## src/rtl/enc83_evt.sv

```systemverilog
// rtl/enc83_evt.sv - event-capturing 8-to-3 priority encoder with valid/ack handshake
// Ports:
//   clk        rising-edge clock
//   rst        synchronous active-high reset
//   en         capture enable; edges seen while low are dropped
//   i0..i7     request lines; a request is a 0->1 transition
//   ack        consumer accepts the presented code (only while v=1)
//   a, b, c    registered code of the presented request, a = MSB
//   v          registered valid
//   npend      popcount of the pending register (0..8)
//   ovf        sticky overflow, cleared only by rst
module enc83_evt (
  input  logic       clk,
  input  logic       rst,
  input  logic       en,
  input  logic       i0,
  input  logic       i1,
  input  logic       i2,
  input  logic       i3,
  input  logic       i4,
  input  logic       i5,
  input  logic       i6,
  input  logic       i7,
  input  logic       ack,
  output logic       a,
  output logic       b,
  output logic       c,
  output logic       v,
  output logic [3:0] npend,
  output logic       ovf
);

  logic [7:0] req;
  logic [7:0] prev;
  logic [7:0] pend;
  logic [7:0] req_edge;
  logic [7:0] cap;
  logic [7:0] clr;
  logic [2:0] out_code;
  logic [2:0] hi_idx;
  logic       load;

  assign req      = {i7, i6, i5, i4, i3, i2, i1, i0};
  assign req_edge = req & ~prev;
  assign cap      = {8{en}} & req_edge;

  // Load looks only at the registered pend; same-cycle edges wait a clock.
  assign load = (~v | ack) & (pend != 8'd0);

  // Ascending scan so the highest set index wins.
  always_comb begin
    hi_idx = 3'd0;
    for (int k = 0; k < 8; k++) begin
      if (pend[k]) hi_idx = 3'(k);
    end
  end

  always_comb begin
    clr = 8'd0;
    if (load) clr[hi_idx] = 1'b1;
  end

  always_comb begin
    npend = 4'd0;
    for (int k = 0; k < 8; k++) begin
      npend = npend + {3'd0, pend[k]};
    end
  end

  always_ff @(posedge clk) begin
    if (rst) begin
      prev     <= 8'd0;
      pend     <= 8'd0;
      out_code <= 3'd0;
      v        <= 1'b0;
      ovf      <= 1'b0;
    end else begin
      prev <= req;
      // Set wins over clear so an edge on the line being loaded is kept.
      pend <= (pend & ~clr) | cap;
      // A line being cleared this cycle is free, so a new edge there is not an overflow.
      if ((cap & pend & ~clr) != 8'd0) ovf <= 1'b1;
      if (load) begin
        out_code <= hi_idx;
        v        <= 1'b1;
      end else if (v && ack) begin
        // Reached only when pend is empty; out_code keeps its last value.
        v <= 1'b0;
      end
    end
  end

  assign {a, b, c} = out_code;

endmodule

```

## config.mk

```make
export PLATFORM = sky130hd
export DESIGN_NAME = enc83_evt
export DESIGN_NICKNAME = d
export VERILOG_FILES = /design/src/rtl/enc83_evt.sv
export SDC_FILE = /design/constraint.sdc
export NUM_CORES = 1
export LEC_CHECK = 0
export ABC_CLOCK_PERIOD_IN_PS = 3930
export CAP_MARGIN = 20
export CORE_MARGIN = 3
export CORE_UTILIZATION = 50
export CTS_BUF_LIST = sky130_fd_sc_hd__clkbuf_16
export DETAILED_ROUTE_END_ITERATION = 10
export PLACE_DENSITY_LB_ADDON = 0.1
export SLEW_MARGIN = 40
export SYNTH_ARGS = -nofsm -noshare
export SYNTH_HDL_FRONTEND = slang
export SYNTH_SLANG_ARGS = --single-unit
```

## constraint.sdc

```tcl
create_clock -name clk -period 3.93 [get_ports clk]
set_input_delay 0.393 -clock clk [delete_from_list [all_inputs] [get_ports clk]]
set_output_delay 0.393 -clock clk [all_outputs]
set_load 0.02 [all_outputs]
```

==> impl_summary.txt <==
----------------------------------------------------
[Outcome]
  Run status ... finished, final reports clean

[Clock network]
  CTS Sinks ... 21
  Post-CTS setup buffers ... 0
  Max clock buf depth ... 2
  Worst-skew pair later-pin latency ... 0.25 ns
  Clock tree from TritonCTS ... built
  Number of cells upsized or downsized after cts ... 1
  Root buffer cell ... sky130_fd_sc_hd__clkbuf_16
  Register clock-pin slew on the reported worst setup and hold paths ... 0.06 ns
  CTS hold repair buffers ... 0
  H-tree level count ... 1
  TritonCTS buffer count ... 3

[Setup path]
  Number of cells traversed by the worst register-to-register path ... 6
  Data required time of the critical path ... 3.54 ns
  Crit end category ... output pin
  Setup slack of the most critical reg-to-reg path ... roughly 2.2 ns
  Crit start category ... register
  Arrival time of data at the critical path endpoint ... roughly 3.3 ns
  Setup Crit Path Kind ... reg2out
  Reg-to-reg startpoint ... pend[0]
  Crit Reg-Reg Endpoint ... ovf
  Max FO, Critical Path ... 4

[STA]
  Fin crit share ... between 90% and 100%
  Smallest hold slack ... 0.510 ns
  Worst-Margin Slew ... 0.724 ns
  Final-report hold violation count ... 0
  Final Max Tran Viols ... 0
  Worst clock skew ... 0.00351 ns
  Slew HR ... 51.6%
  Setup violations, final ... 0
  Max Fclk ... 0.274 GHz
  Crit path time final ... 3.66 ns
  Total negative setup slack ... 0 ns
  Unrepaired setup endpoints after global routing ... false

[Synthesis]
  Flip-flop and latch count after synthesis ... 21
  Cells after synthesis ... 116
  Post-synthesis cell area ... approximately 1100 um^2
  Count of cell types in the netlist ... 32
  Synth area leader ... sky130_fd_sc_hd__dfxtp_1
  Cell types with the largest area share after synthesis ... sky130_fd_sc_hd__dfxtp_1 (40%), sky130_fd_sc_hd__fa_1 (7.5%), sky130_fd_sc_hd__nor2b_1 (5.9%)
  Mapped Nets ... ~140
  Mean instance size in the synthesized netlist ... 9.17 um^2
  Warnings, synthesis ... 0
  Most frequently used flop master after synthesis ... sky130_fd_sc_hd__dfxtp_1
  Sequential area share after synthesis ... between 30% and 40%
  Fraction of post-synthesis cell area in the top cell type by area ... 39.5%
  Number of enable-type register cells in the synthesized netlist ... 0
  Async set-or-reset flop fraction in the synthesized netlist ... 0%

[Floorplan]
  Num rows ... 16
  Die Width ... 52.1 um
  Die area ... around 2700 um^2
  Initial Utilization ... 53.7%
  Die height ... 52.1 um
  IO Count ... 21
  Placeable Area ... ~2000 um^2

[Placed design]
  Sum of net half-perimeters after detailed placement ... 1.64 mm
  Number of port buffers ... 20
  Standard cell area after detailed placement ... 1280 um^2
  Routability congestion estimate ... 0.930

[GRT]
  Pin count of the biggest net entering global routing ... 22
  Tot GR Track Use ... 18.2%
  Global-route wire length before repair ... 3.66 mm
  Initial antenna violation count ... 0
  Total congestion overflow ... 0
  Vias in the first global route ... 851

[Power and ir drop]
  Leakage power ... 0.000568 uW
  Worst IR Drop VDD ... 357 uV
  Power density over the cells ... 436 nW/um^2

[Job]
  Number of max-capacitance violations reported ... 0

[Route]
  Post-route DRC violation count ... 0
  Remaining number of nets flagged by the antenna check after routing ... 0
  Post-detailed-route via-to-cell ratio ... 5.45
  1st-iter DRT viols ... 20
  Total number of vias ... 894
  Wire length reported by the detailed router ... approximately 2.1 mm
  Post-DR wirelength/cell ... between 10 and 15 um
  Pre-Repair DR Iteration Count ... 5

[Layout]
  Highest-count cells in the layout ignoring fill and taps ... sky130_fd_sc_hd__dfxtp_1 (21), sky130_fd_sc_hd__clkdlybuf4s50_1 (18), sky130_fd_sc_hd__nor2_1 (12)
  Final std cell area, no fill ... approximately 1400 um^2
  Filler instances ... 147
  Nets ... 158
  Antenna Cells ... 0
  Area Growth Syn to Fin ... 28.2%
  Most common cell after layout, fill and taps aside ... sky130_fd_sc_hd__dfxtp_1
  Share of cells above drive strength 1 ... 6.57%
  Final core utilization ... ~69%

[Worst hold path]
  Worst min-delay path endpoint ... out_code[1]
  Beginning of the worst hold path ... out_code[1]
  Worst hold path cell count ... 2
  Worst hold path type ... reg2reg

----------------------------------------------------
[per-layer routing]
metal | wire [um] | global-route usage (%) | up-vias
met4 | 25 | 9.17 | 0
met2 | 1070 | 29.5 | 37
met3 | 138 | 3.44 | 4
met1 | 903 | 22.7 | 415
met5 | 0 | 0 | -
li1 | - | - | 438
[cells by family after synthesis]
logic type | synth area share (%)
AOI/OAI and AO/OA | 16.1
xor gates and xnor gates | 0.824
adders and majority gates | 12.2
buffers and inverters | 5.29
DFF | 39.5
and+or+nand+nor | 26.0
[worst max path at each step]
stage          startpoint       end  slack (ns)  cells after the start
6_report          pend[0]  npend[2]        0.27                      9
5_1_grt           pend[0]  npend[2]        0.14                      9
4_1_cts           pend[0]  npend[1]        0.07                      8
3_5_place_dp      pend[0]  npend[2]        0.23                      9
3_3_place_gp      pend[3]  npend[2]        0.36                      9
2_1_floorplan     pend[0]  npend[2]        0.76                      8
[sequential cells by signal (all words and copies together) (netlist names)]
register / flops
pend: 8
out_code: 3
ovf: 1
v: 1
prev: 8
[power breakdown]
part | switching, uW | total, uW | leakage (uW) | internal [uW]
sequential | 10.8 | 240 | 0.000174 | 229
combinational | 75.8 | 144 | 0.000353 | 68.1
clock | 73.8 | 210 | 0.0000409 | 136
total | 160 | 594 | 0.000568 | 434
[critical path, stage by stage (launching register included)]
cell	delay [ns]
sky130_fd_sc_hd__dfxtp_1	0.33
sky130_fd_sc_hd__inv_1	0.09
sky130_fd_sc_hd__fa_1	0.56
sky130_fd_sc_hd__fa_1	0.42
sky130_fd_sc_hd__fa_1	0.49
sky130_fd_sc_hd__inv_1	0.04
sky130_fd_sc_hd__ha_1	0.20
sky130_fd_sc_hd__fa_1	0.38
sky130_fd_sc_hd__xor2_1	0.16
sky130_fd_sc_hd__dlygate4sd2_1	0.35
[metrics by stage]
step | setup slack [ns] | instances | power [uW]
4_1_cts | 0.0743 | 164 | 601
3_3_place_gp | 0.356 | 160 | 384
6_report | 0.274 | 164 | 594
3_5_place_dp | 0.229 | 160 | 389
2_1_floorplan | 0.758 | 116 | 335
5_1_grt | 0.144 | 164 | 625
[cells in the mapped netlist, drive strengths merged (2+ instances only)]
cell,instances
nor2,12
fa,4
nor2b,10
nand3b,7
nor4,2
nand2b,2
o21a,2
ha,4
nand2,5
nor3,3
a21oi,11
inv,11
dfxtp,21
a21o,2
clkbuf,2
o21ai,4
[final cells by class]
type	instances	area, um^2	area share [%]
Multi-Input combinational cell	81	587	43.0
Sequential cell	21	420	30.8
Tap cell	27	33.8	2.48
Timing Repair Buffer	20	201	14.8
Clock buffer	3	75.1	5.50
Clock inverter	1	5.00	0.367
Inverter	11	41.3	3.03
Power figures use the tool's default switching activity.
